File: config.mk
export PLATFORM = sky130hd
export DESIGN_NAME = sd_sector_responder
export DESIGN_NICKNAME = d
export VERILOG_FILES = /design/src/rtl/sd_sector_responder.sv
export SDC_FILE = /design/constraint.sdc
export NUM_CORES = 1
export LEC_CHECK = 0
export CORE_MARGIN = 5
export CORE_UTILIZATION = 49
export CTS_CLUSTER_SIZE = 30
export DETAILED_ROUTE_END_ITERATION = 10
export PLACE_DENSITY = 0.87
export SLEW_MARGIN = 20
export SYNTH_ARGS = -nofsm -noshare
export SYNTH_HDL_FRONTEND = slang
export SYNTH_SLANG_ARGS = --single-unit
export TNS_END_PERCENT = 1
File: constraint.sdc
create_clock -name clk_sys -period 6.9 [get_ports clk_sys]
set_input_delay 1.035 -clock clk_sys [delete_from_list [all_inputs] [get_ports clk_sys]]
set_output_delay 1.035 -clock clk_sys [all_outputs]
set_load 0.02 [all_outputs]
File: src/rtl/sd_sector_responder.sv
// Responder side of the SD sector interface: serves 512-byte sd_rd/sd_wr transfers against a byte-wide backing memory, and pulses img_mounted on a mount edge.
// Each byte takes a fetch or store handshake plus GAP idle clocks. mem_rd/mem_wr are held until mem_ack, so a slow memory simply stretches the transfer.
module sd_sector_responder #(
    parameter int ADDR_W      = 20,
    parameter int IMG_SECTORS = 1440,
    parameter int GAP         = 4,
    parameter int DIN_LAT     = 2
) (
    input  logic              clk_sys,
    input  logic              res_n,
    input  logic              mount,
    output logic              img_mounted,
    output logic [31:0]       img_size,
    input  logic [31:0]       sd_lba,
    input  logic              sd_rd,
    input  logic              sd_wr,
    output logic              sd_ack,
    output logic [8:0]        sd_buff_addr,
    output logic [7:0]        sd_dout,
    output logic              sd_dout_strobe,
    input  logic [7:0]        sd_din,
    output logic              sd_din_strobe,
    output logic [ADDR_W-1:0] mem_addr,
    output logic              mem_rd,
    output logic              mem_wr,
    output logic [7:0]        mem_wdata,
    input  logic [7:0]        mem_rdata,
    input  logic              mem_ack,
    output logic              err
);

    typedef enum logic [3:0] {
        S_IDLE,
        S_RD_FETCH,
        S_RD_PUT,
        S_RD_GAP,
        S_WR_ADDR,
        S_WR_SAMPLE,
        S_WR_STORE,
        S_WR_GAP,
        S_DONE
    } state_t;

    localparam int CNT_W = 16;
    // The address phase always lasts at least one clock, even when DIN_LAT is 0.
    localparam int DIN_WAIT = (DIN_LAT < 1) ? 1 : DIN_LAT;
    localparam logic [CNT_W-1:0] DIN_LAST = CNT_W'(DIN_WAIT - 1);
    localparam logic [CNT_W-1:0] GAP_LAST = CNT_W'((GAP > 0) ? GAP - 1 : 0);

    state_t           state_q, state_d;
    logic [31:0]      lba_q, lba_d;
    logic             oor_q, oor_d;
    logic             armed_q, armed_d;
    logic [8:0]       idx_q, idx_d;
    logic [CNT_W-1:0] cnt_q, cnt_d;
    logic [8:0]       buff_addr_q, buff_addr_d;
    logic [7:0]       dout_q, dout_d;
    logic [7:0]       wdata_q, wdata_d;
    logic             mount_q;
    logic             mounted_q;

    logic advance;
    logic adv_rd;

    always_ff @(posedge clk_sys or negedge res_n) begin
        if (!res_n) begin
            state_q     <= S_IDLE;
            lba_q       <= '0;
            oor_q       <= 1'b0;
            armed_q     <= 1'b1;
            idx_q       <= '0;
            cnt_q       <= '0;
            buff_addr_q <= '0;
            dout_q      <= '0;
            wdata_q     <= '0;
            mount_q     <= 1'b0;
            mounted_q   <= 1'b0;
        end else begin
            state_q     <= state_d;
            lba_q       <= lba_d;
            oor_q       <= oor_d;
            armed_q     <= armed_d;
            idx_q       <= idx_d;
            cnt_q       <= cnt_d;
            buff_addr_q <= buff_addr_d;
            dout_q      <= dout_d;
            wdata_q     <= wdata_d;
            mount_q     <= mount;
            mounted_q   <= mount & ~mount_q;
        end
    end

    always_comb begin
        state_d     = state_q;
        lba_d       = lba_q;
        oor_d       = oor_q;
        armed_d     = armed_q;
        idx_d       = idx_q;
        cnt_d       = '0;
        buff_addr_d = buff_addr_q;
        dout_d      = dout_q;
        wdata_d     = wdata_q;
        advance     = 1'b0;
        adv_rd      = 1'b0;

        case (state_q)
            S_IDLE: begin
                if (armed_q && (sd_rd || sd_wr)) begin
                    lba_d   = sd_lba;
                    oor_d   = (sd_lba >= 32'(IMG_SECTORS));
                    armed_d = 1'b0;
                    idx_d   = '0;
                    if (sd_rd) begin
                        state_d = S_RD_FETCH;
                    end else begin
                        state_d     = S_WR_ADDR;
                        buff_addr_d = '0;
                    end
                end else if (!sd_rd && !sd_wr) begin
                    armed_d = 1'b1;
                end
            end
            S_RD_FETCH: begin
                if (oor_q || mem_ack) begin
                    dout_d      = oor_q ? 8'h00 : mem_rdata;
                    buff_addr_d = idx_q;
                    state_d     = S_RD_PUT;
                end
            end
            S_RD_PUT: begin
                if (GAP == 0) begin
                    advance = 1'b1;
                    adv_rd  = 1'b1;
                end else begin
                    state_d = S_RD_GAP;
                end
            end
            S_RD_GAP: begin
                if (cnt_q == GAP_LAST) begin
                    advance = 1'b1;
                    adv_rd  = 1'b1;
                end else begin
                    cnt_d = cnt_q + 1'b1;
                end
            end
            S_WR_ADDR: begin
                if (cnt_q == DIN_LAST) begin
                    state_d = S_WR_SAMPLE;
                end else begin
                    cnt_d = cnt_q + 1'b1;
                end
            end
            S_WR_SAMPLE: begin
                wdata_d = sd_din;
                state_d = S_WR_STORE;
            end
            S_WR_STORE: begin
                if (oor_q || mem_ack) begin
                    if (GAP == 0) begin
                        advance = 1'b1;
                    end else begin
                        state_d = S_WR_GAP;
                    end
                end
            end
            S_WR_GAP: begin
                if (cnt_q == GAP_LAST) begin
                    advance = 1'b1;
                end else begin
                    cnt_d = cnt_q + 1'b1;
                end
            end
            S_DONE: begin
                state_d = S_IDLE;
            end
            default: begin
                state_d = S_IDLE;
            end
        endcase

        // Byte finished: either close the sector or move to the next index.
        if (advance) begin
            if (idx_q == 9'd511) begin
                state_d = S_DONE;
            end else begin
                idx_d = idx_q + 9'd1;
                if (adv_rd) begin
                    state_d = S_RD_FETCH;
                end else begin
                    state_d     = S_WR_ADDR;
                    buff_addr_d = idx_q + 9'd1;
                end
            end
        end
    end

    assign mem_rd         = (state_q == S_RD_FETCH) && !oor_q;
    assign mem_wr         = (state_q == S_WR_STORE) && !oor_q;
    assign mem_addr       = (mem_rd || mem_wr) ? ADDR_W'({lba_q, idx_q}) : '0;
    assign mem_wdata      = wdata_q;
    assign sd_ack         = (state_q != S_IDLE) && (state_q != S_DONE);
    assign sd_buff_addr   = buff_addr_q;
    assign sd_dout        = dout_q;
    assign sd_dout_strobe = (state_q == S_RD_PUT);
    assign sd_din_strobe  = (state_q == S_WR_SAMPLE);
    assign err            = (state_q == S_DONE) && oor_q;
    assign img_mounted    = mounted_q;
    assign img_size       = 32'(IMG_SECTORS * 512);

endmodule

==> results of run 1 <==
## power by group through the flow
stage	sequential [W]	combinational [W]	clock, W
global route	0.000658	0.000665	0.000315
CTS	0.000640	0.000616	0.000297
detailed placement	0.000649	0.000612	0
floorplan	0.000670	0.000354	0
finish	0.000641	0.000611	0.000290
global placement	0.000638	0.000596	0
## cell type report
class,instances,share of cell area
clock buffer,12,0.0294
clock inverter,4,0.00532
sequential,69,0.350
multi-input combinational,313,0.370
inverter,3,0.00228
timing repair buffer,108,0.217
tap,102,0.0259
## worst reg2reg max path, stage by stage (launching register included)
cell	delay, ps
dfrtp_1	470
ha_1	280
and3_1	250
and3_1	240
and3_1	210
ha_1	210
nor3_1	310
and2_1	530
a221oi_1	180
a211oi_1	230
## layer usage
metal  part of all wire  vias up  wire length, µm
met4             0.0088        0               81
met5                  0        -                0
li1                   -     1552                -
met1               0.41     1549             3750
met2               0.50      142             4590
met3              0.084        8              769
## sequential cells by signal, indices dropped and copies added, names as in the netlist, 4 cells and up
register,flops
state_q,4
cnt_q,16
idx_q,9
mem_wdata,8
sd_buff_addr,9
lba_q,11
sd_dout,8
## worst max path at each step
stage	to	slack (ps)	start
2_1_floorplan	idx_q[7]	4250	idx_q[0]
3_5_place_dp	idx_q[7]	3700	sd_rd
6_report	sd_din_strobe	3330	state_q[1]
5_1_grt	mem_addr[16]	3170	state_q[0]
3_3_place_gp	sd_din_strobe	3730	state_q[0]
4_1_cts	sd_din_strobe	3320	state_q[1]
## cell families after synthesis
logic type               Yosys count  synth area share
AO/OA/AOI/OAI                     64             0.127
XOR/XNOR                          14            0.0324
adder cells (fa/ha/maj)            4            0.0132
buffers and inverters             54            0.0905
flip-flops                        69             0.456
multiplexers                       9            0.0268
other                              2           0.00198
AND/OR/NAND/NOR                  190             0.252
## placed cells by master (no fill, tap or decap), types with 4 or more instances in the layout
cell	count
a21oi_1	7
a221oi_1	8
a22o_1	9
and2_1	23
and3_1	11
clkbuf_8	10
clkdlybuf4s50_1	104
conb_1	32
dfrtp_1	68
ha_1	4
mux2_2	9
nand2_1	62
nand3_1	7
nand4_1	4
nor2_1	36
nor3_1	15
nor4_1	10
o21ai_0	11
o21ai_1	5
xnor2_1	4
xor2_1	10
## metrics by stage
stage	power [W]	instances	cell area, µm²
after global routing	0.00164	611	4930
after CTS	0.00155	611	4930
final	0.00154	611	4930
after floorplan	0.00102	436	3900
after global placement	0.00123	595	4760
after detailed placement	0.00126	595	4760
==> run summary, run 1 <==
outcome - complete, no violations
post-synth top area cell - dfrtp_1
worst-case vdd ir drop - 0.141 mV
GP Congestion - 0.840
Worst path slowest cell - clkdlybuf4s50_1
Synthesis Warnings - 0
Hold WC Path Type - reg -> reg
Reg2Reg Depth - 9
first-pass detailed-route iteration total - 5
grt peak-use layer - met2
GR Layer Usage met2 - 0.311
synth top area cells - dfrtp_1 45%, buf_4 6.9%, nand2_1 6.1%, and2_1 3.8%, nor2_1 3.6%
Antenna Cells - 0
# IOs - 138
# Max-Cap Violations - 0
crit-path max FO - 16
crit path DAT - 2530 ps
final hold violation count - 0
Pleak - 2.18 nW
first-pass GRT wire length - 14700 µm
ys async rst share - 1.00
area occupied by multi-input gates - 0.00183 mm²
FF-to-FF End - sd_buff_addr[5]
largest net degree at the start of global routing - 70
CTS tree - done
clock power share - 0.188
Place WS - 3700 ps
clk_lat worst skew - 340 ps
final worst-path cycle share - 0.517
hold_ws - 410 ps
Finished Core Util - 0.649
Clock Skews - 12.1 ps
FF+latch count, synth - 69
top cells by count, synth - 68 x dfrtp_1, 62 x nand2_1, 36 x nor2_1
PD cells - 312 mW/mm²
Reg area - 0.00173 mm²
met3 Use GR - 0.0557
Synth Cell Area - 0.00379 mm²
CTS Buf Count - 9
final slew viol count - 0
Int Power - 0.000954 W
unrepaired setup endpoints after global routing - false
fmax - 280 MHz
hold wc startpoint - mount_q
vias in the first global route - 3139
endpoints failing setup - 0
core region area - 0.00761 mm²
Critical Path, Cell by Cell - nand2b_1, nor2_1, clkdlybuf4s50_1
root buf cell - clkbuf_8
kind of critical path - reg -> out
Endpoint, Worst Hold - img_mounted
area share of the largest cell type after synthesis - 0.449
Syn Inst Count - 406
via count - 3251
ys flop type - dfrtp_1
vias per cell - 5.32
share of layout cells above drive strength 1 - 0.0766
most common cell in the synthesized netlist - dfrtp_1
Die Ht - 97.9 µm
WL per Instance - 15.0 µm
sequential share of power - 0.416
final net count - 562
gr usage total - 0.187
Hold Buf Count CTS - 0
Slew @ Worst Pin - 862 ps
HPWL Detailed - 6850 µm
initial core utilization - 0.498
Sw Ratio - 0.381
sum of negative setup slack - 0 ps
clock sinks - 69
Post-synth EDFFs - 0
number of fill cells - 630
Die Width - 97.9 µm
DRC viols - 0
initial antenna violation count - 0
Setup WS post-layout - 3330 ps
register area share after synthesis - 0.456
crit start category - register
Clock transition at path regs - 70 ps
die footprint - 0.00958 mm²
grt total ovfl - 0
CP top delay family - simple AND/OR/NAND/NOR gates
Core Rows - 32
Data required, critical path - 5860 ps
endpoint type of the worst setup path - output pin
met1 GRT Util - 0.239
setup bufs post-CTS - 0
Synth Area per Inst - 9.33 µm²
reg2reg start - idx_q[0]
Max-slew headroom - 0.426
CTS resizes - 0
NetSw - 0.000587 W
Hold Crit Depth - 1
IO Port Bufs - 105
worst reg2reg setup slack - 3890 ps
library cells used by synthesis - 51
fin crit period - 3570 ps
clock buffer depth - 2
routed wire length - 9190 µm
Worst path depth - 3
Final ANT Viol Nets - 0
Area Overhead vs Synth - 30.3%
logic gate share of total power - 0.396
1st-iter DRT viols - 189
Max stage delay on crit path - 740 ps
Crit path buffers/inverters - 1
H-tree levels - 3
Note: power is estimated with default switching activity, not from simulation.
==> run 2, diff against run 1 <==
Settings changed: CORE_UTILIZATION 49 to 45, PLACE_DENSITY 0.87 to 0.81.
Clock period 6.9 ns to 3.64 ns, I/O delays scaled along.
==> run summary, run 2 (synthesized netlist as in run 1, its figures left out) <==
Data required, critical path - 3090 ps (was 5860 ps)
first-pass GRT wire length - 15700 µm (was 14700 µm)
via count - 3278 (was 3251)
final hold violation count - 0 (unchanged)
die footprint - 0.0103 mm² (was 0.00958 mm²)
1st-iter DRT viols - 221 (was 189)
clk_lat worst skew - 340 ps (about the same)
initial antenna violation count - 0 (unchanged)
endpoints failing setup - 0 (unchanged)
placed insts - 601 (was 595)
Die Width - 102 µm (was 97.9 µm)
fin crit period - 3130 ps
core region area - 0.00822 mm² (was 0.00761 mm²)
clock sinks - 69 (unchanged)
kind of critical path - reg -> out (unchanged)
logic gate share of total power - 0.381 (was 0.396)
number of fill cells - 668 (was 630)
worst-case vdd ir drop - 0.305 mV (was 0.141 mV)
Pleak - 2.23 nW (was 2.18 nW)
most common cell after layout, fill and taps aside - clkdlybuf4s50_1 (unchanged)
root buf cell - clkbuf_8 (unchanged)
# IOs - 138 (unchanged)
Worst path slowest cell - dfrtp_1 (was clkdlybuf4s50_1)
PD cells - 621 mW/mm² (was 312 mW/mm²)
max reg flops - 16 (unchanged)
share of layout cells above drive strength 1 - 0.0840 (was 0.0766)
Int Power - 0.00197 W (was 0.000954 W)
Max stage delay on crit path - 640 ps (was 740 ps)
crit-path max FO - 17 (was 16)
CP top delay family - buffers and inverters (was simple AND/OR/NAND/NOR gates)
Hold Buf Count CTS - 0 (unchanged)
vias per cell - 5.31 (was 5.32)
# Max-Cap Violations - 0 (unchanged)
setup bufs post-CTS - 0 (unchanged)
Die Ht - 102 µm (was 97.9 µm)
Top Registers - cnt_q x16, lba_q x11 (unchanged)
Finished Core Util - 0.610 (was 0.649)
crit start category - register (unchanged)
clock power share - 0.227 (was 0.188)
WL per Instance - 15.7 µm (was 15.0 µm)
CTS tree - done (unchanged)
grt total ovfl - 0 (unchanged)
Final ANT Viol Nets - 0 (unchanged)
vias in the first global route - 3249 (was 3139)
Critical Path, Cell by Cell - nand2b_1, nor2_1, a21oi_1, nor3_1, buf_4, and2_1, clkdlybuf4s50_1 (was nand2b_1, nor2_1, clkdlybuf4s50_1)
sum of negative setup slack - 0 ps (unchanged)
final net count - 565 (was 562)
endpoint type of the worst setup path - output pin (unchanged)
CTS Buf Count - 9 (unchanged)
crit path DAT - 2580 ps (was 2530 ps)
gr usage total - 0.191 (was 0.187)
outcome - complete, no violations (unchanged)
fmax - 319 MHz
routed wire length - 9710 µm (was 9190 µm)
first-pass detailed-route iteration total - 6 (was 5)
DRC viols - 0 (unchanged)
Crit path buffers/inverters - 2 (was 1)
largest net degree at the start of global routing - 43 (was 70)
clock buffer depth - 2 (unchanged)
Antenna Cells - 0 (unchanged)
sequential share of power - 0.392 (was 0.416)
initial core utilization - 0.461 (was 0.498)
Clock transition at path regs - 70 ps (about the same)
hold_ws - 236 ps (was 410 ps)
Clock Skews - 9.97 ps (was 12.1 ps)
HPWL Detailed - 7030 µm (was 6850 µm)
final worst-path cycle share - 0.860
Max-slew headroom - 0.570 (was 0.426)
Hold WC Path Type - in -> async (was reg -> reg)
H-tree levels - 3 (unchanged)
Tot Pwr - 0.00311 W (was 0.00154 W)
commonest non-fill, non-tap cells in the layout - 104 x clkdlybuf4s50_1, 68 x dfrtp_1, 62 x nand2_1 (unchanged)
unrepaired setup endpoints after global routing - false (unchanged)
NetSw - 0.00114 W (was 0.000587 W)
Core Rows - 33 (was 32)
CTS resizes - 0 (unchanged)
GP Congestion - 0.906 (was 0.840)
fin cells - 617 (was 611)
Slew @ Worst Pin - 645 ps (was 862 ps)
Sw Ratio - 0.366 (was 0.381)
Biggest register - cnt_q (unchanged)
final slew viol count - 0 (unchanged)
Area Overhead vs Synth - 32.5% (was 30.3%)
IO Port Bufs - 105 (unchanged)
## run 2: final timing paths
path,slack [ps],startpoint,to,cells past startpoint
max,510,state_q[0],mem_addr[11],7
min,240,res_n,sd_buff_addr[0],1
max reg2reg,730,idx_q[0],sd_buff_addr[5],9
min reg2reg,410,mount_q,img_mounted,1
max in group asynchronous,2430,res_n,sd_dout[0],2
min in group clk_sys,410,mount_q,img_mounted,1
## run 2: power groups by stage
| stage | Clock [W] | Combinational (W) | Sequential [W] |
|---|---|---|---|
| detailed placement | 0 | 0.00118 | 0.00122 |
| global route | 0.000748 | 0.00128 | 0.00126 |
| finish | 0.000707 | 0.00119 | 0.00122 |
| floorplan | 0 | 0.000671 | 0.00127 |
| CTS | 0.000716 | 0.00119 | 0.00122 |
| global placement | 0 | 0.00115 | 0.00121 |
## run 2: stage by stage
stage	setup slack (ps)	instance area, µm²
6_report	510	5010
5_1_grt	261	5010
4_1_cts	475	5010
3_5_place_dp	747	4790
3_3_place_gp	912	4790
2_1_floorplan	991	3900
## run 2: cell type report
cell class | instances | area, µm² | area share
clock buffer | 12 | 155 | 0.0309
sequential | 69 | 1730 | 0.345
timing repair buffer | 111 | 1090 | 0.218
inverter | 3 | 11.3 | 0.00225
clock inverter | 4 | 70.1 | 0.0140
multi-input combinational | 313 | 1830 | 0.365
tap | 105 | 131 | 0.0262
## run 2: routing by layer
metal / vias up / track usage / share of wire
met1: 1560 / 0.242 / 0.40
met4: 0 / 0.0675 / 0.012
li1: 1557 / - / -
met3: 13 / 0.0696 / 0.096
met2: 148 / 0.303 / 0.49
met5: - / 0 / 0
==> run 3, diff against run 2 <==
Settings changed: ABC_CLOCK_PERIOD_IN_PS set to 3640.
==> results of run 3 <==
Same layout as run 2: the final DEF is identical, and so are final timing and power.
